[config.mk]
export PLATFORM = sky130hd
export DESIGN_NAME = rw_mem_arbiter
export DESIGN_NICKNAME = d
export VERILOG_FILES = /design/src/rtl/rw_mem_arbiter.sv
export SDC_FILE = /design/constraint.sdc
export NUM_CORES = 1
export LEC_CHECK = 0
export ABC_AREA = 1
export CORE_MARGIN = 2
export CORE_UTILIZATION = 38
export DETAILED_ROUTE_END_ITERATION = 16
export PLACE_DENSITY = 0.76
export SKIP_LAST_GASP = 1
export SLEW_MARGIN = 20
export SYNTH_ARGS = -nofsm -noshare
export SYNTH_HDL_FRONTEND = slang
export SYNTH_SLANG_ARGS = --single-unit
[constraint.sdc]
create_clock -name clk -period 1.7 [get_ports clk]
set_input_delay 0.51 -clock clk [delete_from_list [all_inputs] [get_ports clk]]
set_output_delay 0.51 -clock clk [all_outputs]
set_load 0.03 [all_outputs]
[src/rtl/rw_mem_arbiter.sv]
// Two-requester arbiter for the 96x8 synchronous RW data memory.
// Sequences one memory access per grant and returns done/err/data.
module rw_mem_arbiter #(
    parameter logic [7:0] BASE_ADDR  = 8'd128,
    parameter logic [7:0] LIMIT_ADDR = 8'd223,
    parameter bit         FIXED_PRIO = 1'b0,
    parameter logic [7:0] PARK_ADDR  = 8'd0
) (
    input  logic       clk,
    input  logic       reset_n,
    input  logic       cpu_req,
    input  logic       cpu_write,
    input  logic [7:0] cpu_address,
    input  logic [7:0] cpu_data_in,
    output logic [7:0] cpu_data_out,
    output logic       cpu_done,
    output logic       cpu_err,
    input  logic       dma_req,
    input  logic       dma_write,
    input  logic [7:0] dma_address,
    input  logic [7:0] dma_data_in,
    output logic [7:0] dma_data_out,
    output logic       dma_done,
    output logic       dma_err,
    output logic       mem_write,
    output logic [7:0] mem_address,
    output logic [7:0] mem_data_in,
    input  logic [7:0] mem_data_out,
    output logic       busy
);

    typedef enum logic [1:0] {
        IDLE  = 2'd0,
        ISSUE = 2'd1,
        RESP  = 2'd2
    } state_t;

    localparam logic OWN_CPU = 1'b0;
    localparam logic OWN_DMA = 1'b1;

    state_t     state;
    logic       owner;
    logic       last_served;
    logic       cmd_write;
    logic [7:0] cmd_addr;
    logic [7:0] cmd_data;
    logic       cmd_err;

    logic       any_req;
    logic       pick_dma;
    logic       sel_write;
    logic [7:0] sel_addr;
    logic [7:0] sel_data;
    logic       sel_err;
    logic       rd_ok;

    // DMA wins only when alone, or on a round-robin tie the CPU took last
    always_comb begin
        any_req   = cpu_req | dma_req;
        pick_dma  = dma_req & (~cpu_req |
                    (~FIXED_PRIO & (last_served == OWN_CPU)));
        sel_write = pick_dma ? dma_write   : cpu_write;
        sel_addr  = pick_dma ? dma_address : cpu_address;
        sel_data  = pick_dma ? dma_data_in : cpu_data_in;
        sel_err   = (sel_addr < BASE_ADDR) | (sel_addr > LIMIT_ADDR);
    end

    always_ff @(posedge clk or negedge reset_n) begin
        if (!reset_n) begin
            state       <= IDLE;
            owner       <= OWN_CPU;
            last_served <= OWN_DMA;
            cmd_write   <= 1'b0;
            cmd_addr    <= 8'h00;
            cmd_data    <= 8'h00;
            cmd_err     <= 1'b0;
            cpu_done    <= 1'b0;
            cpu_err     <= 1'b0;
            dma_done    <= 1'b0;
            dma_err     <= 1'b0;
        end else begin
            cpu_done <= 1'b0;
            cpu_err  <= 1'b0;
            dma_done <= 1'b0;
            dma_err  <= 1'b0;
            unique case (state)
                IDLE: begin
                    if (any_req) begin
                        owner       <= pick_dma;
                        last_served <= pick_dma;
                        cmd_write   <= sel_write;
                        cmd_addr    <= sel_addr;
                        cmd_data    <= sel_data;
                        cmd_err     <= sel_err;
                        if (sel_err) begin
                            state    <= RESP;
                            cpu_done <= ~pick_dma;
                            cpu_err  <= ~pick_dma;
                            dma_done <= pick_dma;
                            dma_err  <= pick_dma;
                        end else begin
                            state <= ISSUE;
                        end
                    end
                end
                ISSUE: begin
                    state    <= RESP;
                    cpu_done <= (owner == OWN_CPU);
                    dma_done <= (owner == OWN_DMA);
                end
                RESP: begin
                    state <= IDLE;
                end
                default: begin
                    state <= IDLE;
                end
            endcase
        end
    end

    // Memory pins stay parked outside ISSUE so data_out keeps the last read
    always_comb begin
        busy        = (state != IDLE);
        mem_write   = (state == ISSUE) & cmd_write;
        mem_address = (state == ISSUE) ? cmd_addr : PARK_ADDR;
        mem_data_in = (state == ISSUE) ? cmd_data : 8'h00;
        rd_ok       = ~cmd_write & ~cmd_err;
        cpu_data_out = (cpu_done & rd_ok) ? mem_data_out : 8'h00;
        dma_data_out = (dma_done & rd_ok) ? mem_data_out : 8'h00;
    end

endmodule

* Word level (Yosys, flattened, before mapping)
Cells that the tools add are included.
W data, S select, Z words.
** Word-level totals
- Latch bits :: 0
- Output and inout port bits :: 38
- Memory bits (read-only) :: 0
- Memories :: 0
- Input port bits :: 46
- Register bits :: 26
- RAM bits :: 0
- Logic and storage cells :: 50
** Operators by class
- Multiplexer cells :: 18
- Shift operators :: 0
- Bitwise logic cells :: 14
- Order comparisons :: 2
- Reduce and logical (&&, ||, !) cells :: 3
- Divide/modulo/power cells :: 0
- Add/subtract/negate cells :: 0
- Eq/ne operators :: 2
- $mul :: 0
** Operators by type and width (number)
- $mux W8 :: 6
- $gt A8 B8 Y1 const B :: 1
- $lt A8 B8 Y1 const B :: 1
- $mux W1 :: 7
- $not A1 Y1 :: 6
- $and A1 B1 Y1 :: 5
- $mux W2 :: 2
- $pmux W1 S2 :: 2
- $pmux W2 S2 :: 1
- $or A1 B1 Y1 :: 3
- $eq A2 B1 Y1 const B :: 1
- $logic_not A2 Y1 :: 1
- $ne A2 B2 Y1 const B :: 1
- $reduce_and A2 Y1 :: 1
- $reduce_bool A2 Y1 :: 1

* Longest topological paths before layout
Gate-level depths: netlist of the first run.
- Depth after elaboration :: 9
- Mapped depth :: 8
- Gate-level depth less buffers :: 8

* Worst setup path after synthesis of the first run
OpenSTA, ideal clock, no wires.
- Path type :: flip-flop to output port
- Start :: reg state[1]
- End :: out mem_address[5]
- Arrival :: 1.268 ns
- Cell stages (with the launch flop) :: 5
- Path buffers :: 1
- Required time :: 1.190 ns
- Slack :: -0.078 ns
- Cells stage by stage :: dfrtp_1 > nor2_1 > inv_2 > clkbuf_1 > nor2_1
** On the way
- Cells in the longest elaborated chain, start to end :: 2
** RTL lines
- start, declared :: RTL line 41 : state_t state;
- start signal, assigned :: RTL line 70 : state <= IDLE;
- start signal, assigned :: RTL line 96 : state <= RESP;
- start signal, assigned :: RTL line 102 : state <= ISSUE;
- $eq A2 B1 Y1 :: RTL line 125 : mem_address = (state == ISSUE) ? cmd_addr : PARK_ADDR;
- $mux W8 :: RTL line 125
- end, declared :: RTL line 26 : output logic [7:0] mem_address,
No other way between the ends.

* Worst setup path in the final report of the first run
- Start :: reg cmd_err
- End :: out cpu_data_out[1]
** On the way
- Cells in the longest elaborated chain, start to end :: 4
** RTL lines
- start, declared :: RTL line 47 : logic cmd_err;
- start signal, assigned :: RTL line 94 : cmd_err <= sel_err;
- $not A1 Y1 :: RTL line 127 : rd_ok = ~cmd_write & ~cmd_err;
- $and A1 B1 Y1 :: RTL line 127
- $and A1 B1 Y1 :: RTL line 128 : cpu_data_out = (cpu_done & rd_ok) ? mem_data_out : 8'h00;
- $mux W8 :: RTL line 128
- end, declared :: RTL line 15 : output logic [7:0] cpu_data_out,
No other way between the ends.

==> impl_metrics.ini, run 1 <==
[worst_setup_path]
end_kind = primary output
critPathLaunch = cmd_err$_DFFE_PN0P_
crit_arrival_ps = 1340
r2r_start = state[1]$_DFFE_PN0P_
cp_max_fo = 8
r2r_setup_slack_ps = 140
worstPathRequired_ps = 1190
cp-start-kind = flip-flop
worstSetupPathType = reg2out

[die]
rows = 22
floorplan.die.width_um = 65.9
core_region_area_um2 = 3660
dieHeight_um = 65.9
dieArea_um2 = 4340
initial_core_util_pct = 39.7
ioPinCount = 84

[finish]
instances_no_fill = 333
fin_area_um2 = 2810
n_antenna_cell = 0
final_common_cell = clkdlybuf4s50_1
area_growth_pct = 93.1
final_cell_mix = clkdlybuf4s50_1, nor2_4, buf_6
drive_above_1_share_pct = 41.1
nNetsFinal = 332

[power]
leakage_uw = 0.00132
ir_drop_mv = 0.578
power_density_nw_per_um2 = 1290

[global_route]
grt_pass1_wl_mm = 6.49
overflow = 0
grt_usage_pct = 19.5
grt_antenna_before_repair = 0
grt_max_degree = 27
grt_pass1_vias = 1515

[placement]
hpwl_mm = 3.03
place_inst = 323
dpl_cell_area_um2 = 2370
port_buffers = 83
gp_congestion = 0.753

[timing]
finalHoldViolCount = 0
setup_violations = 34
layout_min_cycle_time_ps = 1850
drv_slew = 0
max_freq_mhz = 540
worst_pin_slew_ps = 337
finClkSkew_ps = 9.55
rsz0062_at_grt = true
relSlewSlack_pct = 77.6
layout_setup_ws_ps = -151
period_share_pct = 109

[clocking]
clk_pin_slew_ps = 80
cts_made_buffers = 3
clockRootBuffer = clkbuf_8
clockBufferDepth = 2
cts_max_level = 1
hold_buffers = 0
cts_sinks = 26
cts_tree = built
clk_latency_ps = 280

[synthesis]
synthesis.nets = 230
ys_seq_area_share_pct = 44.8
avgSynthCellArea_um2 = 7.90
syn_area_um2 = 1450
ys_seq_elements = 26
syn_inst = 184
netlist-cell-type-count = 20
yosys_warnings = 0

[routing]
wl_met3_um = 429
wl_mm = 4.35
wl_met2_mm = 2.28
vias = 1550
drt-wirelength-per-cell_um = 13.1
met1Wirelength_mm = 1.61
vias_per_cell = 4.65
top_layer = met4
drt_iter0_drc = 24
drtPass1Iterations = 3
post-route-drc-count = 0
ant_nets = 0

[status]
status = complete, but fails checks
failed_checks = setup timing

[flow_run]
max-cap-violations = 0

[hold_path]
min_path_type = reg2reg
min_from = last_served$_DFFE_PN1P_
-- final cells by class --
| class | count | area (µm²) |
|---|---|---|
| fillers | 265 | 853 |
| repair buffers | 103 | 1060 |
| flip-flops and latches | 26 | 652 |
| well taps | 48 | 60.1 |
| multi-input cells | 118 | 855 |
| clock buffers | 4 | 55.1 |
| inverters | 34 | 130 |
-- cell usage after synthesis --
cell type   n  area (µm²)
inv_1      31         116
o22ai_2     8         100
nor2_8      1        20.0
nor2_2      1        6.26
buf_8       1        15.0
o22ai_1     6        37.5
nand2_4     1        11.3
o21ai_1     4        20.0
inv_2       3        11.3
nor2_1     52         195
buf_6       3        33.8
o21ai_2     8        70.1
dfrtp_1    25         626
nand2_1    26        97.6
dfstp_2     1        26.3
nand3_1     4        20.0
clkbuf_1    1        3.75
or2_4       1        8.76
buf_2       1        5.00
o21ai_0     6        30.0
-- worst paths after layout --
check,to,depth (start not counted)
hold reg to reg,last_served$_DFFE_PN1P_,2
max in group asynchronous,last_served$_DFFE_PN1P_,2
setup reg to reg,cmd_data[0]$_DFFE_PN0P_,7
setup / recovery,cpu_data_out[1],4
hold / removal,last_served$_DFFE_PN1P_,2
min in group asynchronous,cmd_data[4]$_DFFE_PN0P_,2
-- per-stage QoR --
stage	setup WS (ps)	power, µW	hold WS (ps)	setup TNS, ps	utilization, %
2_1_floorplan	-77.9	2170	214	-701	-
3_3_place_gp	-137	2770	451	-3660	64.8
3_5_place_dp	-150	2810	451	-4420	64.8
4_1_cts	-133	3510	472	-2310	72.5
5_1_grt	-244	3870	489	-5560	76.7
6_report	-151	3630	472	-3360	76.7
-- sequential cells by signal, summed over array words and instances (netlist names) --
name	cells
cmd_err	1
cpu_err	1
owner	1
cmd_write	1
last_served	1
cmd_addr	8
state	2
dma_err	1
dma_done	1
cpu_done	1
cmd_data	8
-- repair_timing --
action                                  in CTS  in global routing
cloned                                       0                  0
endpoints found under the setup margin      38                 34
gates resized for setup                     76                 39
pin swaps                                   11                 13
hold endpoints to repair                     0                  0
buffers inserted                             5                  2
-- where the power goes --
group | total, µW | internal [µW] | switching, µW
Combinational | 2210 | 927 | 1280
Sequential | 1020 | 906 | 113
Clock | 402 | 207 | 195
Total | 3630 | 2040 | 1590
-- cells by family after synthesis --
kind of cell | share of synthesized area (%)
and+or+nand+nor | 24.7
buffers and inverters | 12.7
AOI/OAI and AO/OA | 17.7
DFF | 44.8
-- per-layer routing --
metal	vias up	global-route usage, %
met1	710	21.2
met3	5	6.64
met4	0	5.47
met2	67	35.7
met5	-	0
li1	768	-
-- critical path, stage by stage (launching register included) --
cell	delay, ps
dfrtp_1	410
inv_2	100
nand3_4	200
nor2_1	180
buf_4	180
No activity file was read; power rests on OpenSTA's default activity.
==> inputs of run 2 (changes only) <==
--- a/config.mk
+++ b/config.mk
@@ -7,9 +7,10 @@
 export LEC_CHECK = 0
 export ABC_AREA = 1
 export CORE_MARGIN = 2
-export CORE_UTILIZATION = 38
+export CORE_UTILIZATION = 51
 export DETAILED_ROUTE_END_ITERATION = 16
-export PLACE_DENSITY = 0.76
+export DONT_BUFFER_PORTS = 1
+export PLACE_DENSITY = 0.62
 export SKIP_LAST_GASP = 1
 export SLEW_MARGIN = 20
 export SYNTH_ARGS = -nofsm -noshare
==> impl_metrics.ini, run 2 (synthesis gave the netlist of run 1 again) <==
[finish]
n_fill_cell = 211
instances_no_fill = 261
drive_above_1_share_pct = 39.6
largestRegisters = cmd_addr: 8 flops, cmd_data: 8 flops, state: 2 flops
nNetsFinal = 277
final_common_cell = nor2_1
fin_area_um2 = 2000
final_cell_mix = nor2_1, buf_4, inv_1
area_growth_pct = 37.4
n_antenna_cell = 0

[status]
status = complete, but fails checks
failed_checks = setup timing

[placement]
gp_congestion = 0.743
place_inst = 249
hpwl_mm = 2.51
port_buffers = 0
post-place-ws_ps = 87.9
dpl_cell_area_um2 = 1740

[die]
floorplan.die.width_um = 57.4
dieHeight_um = 57.4
initial_core_util_pct = 53.2
ioPinCount = 84
dieArea_um2 = 3290
rows = 19
core_region_area_um2 = 2730

[clocking]
clk_latency_ps = 310
clockRootBuffer = clkbuf_4
cts_sinks = 26
cts_tree = built
cts_max_level = 1
cts_made_buffers = 3
clockBufferDepth = 2
clk_pin_slew_ps = 140

[worst_setup_path]
max_stage_delay_ps = 400
crit_chain = inv_2, nand3_4, nor2_1, buf_4
crit_arrival_ps = 1320
cp_num_buf_inv = 2
crit_slowest_cell = dfrtp_1
end_kind = primary output
cp_max_fo = 8
cp-start-kind = flip-flop
crit_family = flip-flops
worstSetupPathType = reg2out
worstPathRequired_ps = 1190

[timing]
rsz0062_at_grt = true
layout_min_cycle_time_ps = 1830
tns_ps = -2940
layout_setup_ws_ps = -126
worst_pin_slew_ps = 319
finalHoldViolCount = 0
max_freq_mhz = 548
period_share_pct = 107
relSlewSlack_pct = 78.7
setup_violations = 34
drv_slew = 0
finClkSkew_ps = 6.29

[power]
power_density_nw_per_um2 = 1560
leakage_uw = 0.00104
ir_drop_mv = 1.16

[hold_path]
min_path_type = in2reg

[global_route]
overflow = 0
grt_usage_pct = 21.6
grt_antenna_before_repair = 0
grt_max_degree = 26
grt_pass1_wl_mm = 5.58
grt_pass1_vias = 1325

[routing]
drt-wirelength-per-cell_um = 13.6
drtPass1Iterations = 4
post-route-drc-count = 0
vias_per_cell = 5.23
drt_iter0_drc = 66
vias = 1364
wl_mm = 3.55
ant_nets = 0

[flow_run]
max-cap-violations = 0
## run 2: cell count changes in the layout (fill, tap and decap cells not counted), moves of 7 or more
| cell | change |
|---|---|
| clkdlybuf4s50_1 | -37 |
| nor2_4 | -23 |
| buf_6 | -16 |
| nor2_1 | +16 |
| buf_4 | +13 |
| dlygate4sd2_1 | -12 |
| nor2_2 | +7 |
## run 2: cell type report
cell class                 instances  area, µm²  area share [%]
inverter                          34        133            6.64
clock buffer                       3       22.5            1.13
multi-input combinational        118        699            35.0
timing repair buffer              48        423            21.2
clock inverter                     1       30.0            1.50
sequential                        26        652            32.6
tap                               31       38.8            1.94
## run 2: power by group
group	total [µW]	internal [µW]	switching, µW	leakage, µW
clock network	415	238	176	0.0000279
registers	1050	905	141	0.000319
logic	1660	632	1030	0.000697
## run 2: worst register-to-register path: stages, from the launching register on
cell	delay, ps
dfrtp_1	430
buf_4	150
or2_4	300
nor2_8	290
buf_4	220
o21ai_2	60
o22ai_2	100
## run 2: metal layers
metal  GRT usage (%)  routed length, µm  vias up
met5               0                  0        -
met4            6.64                 15        0
met3            2.72                227        2
met2            37.8               1830       56
met1            27.9               1470      648
li1                -                  -      658
## run 2: path summary, 6_finish.rpt
path                                          from                      end  slack [ps]  depth (start not counted)
max                          cmd_write$_DFFE_PN0P_          cpu_data_out[2]        -130                          4
min                                      cpu_write    cmd_write$_DFFE_PN0P_         350                          2
max reg2reg                   state[1]$_DFFE_PN0P_  cmd_addr[0]$_DFFE_PN0P_          80                          6
min reg2reg                last_served$_DFFE_PN1P_  last_served$_DFFE_PN1P_         480                          2
max in group asynchronous                  reset_n       cpu_done$_DFF_PN0_         940                          2
min in group asynchronous                  reset_n  last_served$_DFFE_PN1P_         600                          1
## run 2: repair_timing
item                                    CTS  global route
setup buffers                             4             1
gates cloned                              0             0
endpoints found under the setup margin   33            35
endpoints found under the hold margin    25             1
hold buffers                              2             1
gates resized for setup                  19            19
pin swaps                                 3             4
## run 2: per-stage QoR
stage | hold slack (ps) | power, µW | util, %
floorplan | 214 | 2170 | -
finish | 346 | 3130 | 73.1
CTS | 9.62 | 3080 | 70.1
detailed placement | 215 | 2500 | 63.5
global route | 319 | 3350 | 73.1
global placement | 215 | 2440 | 63.5
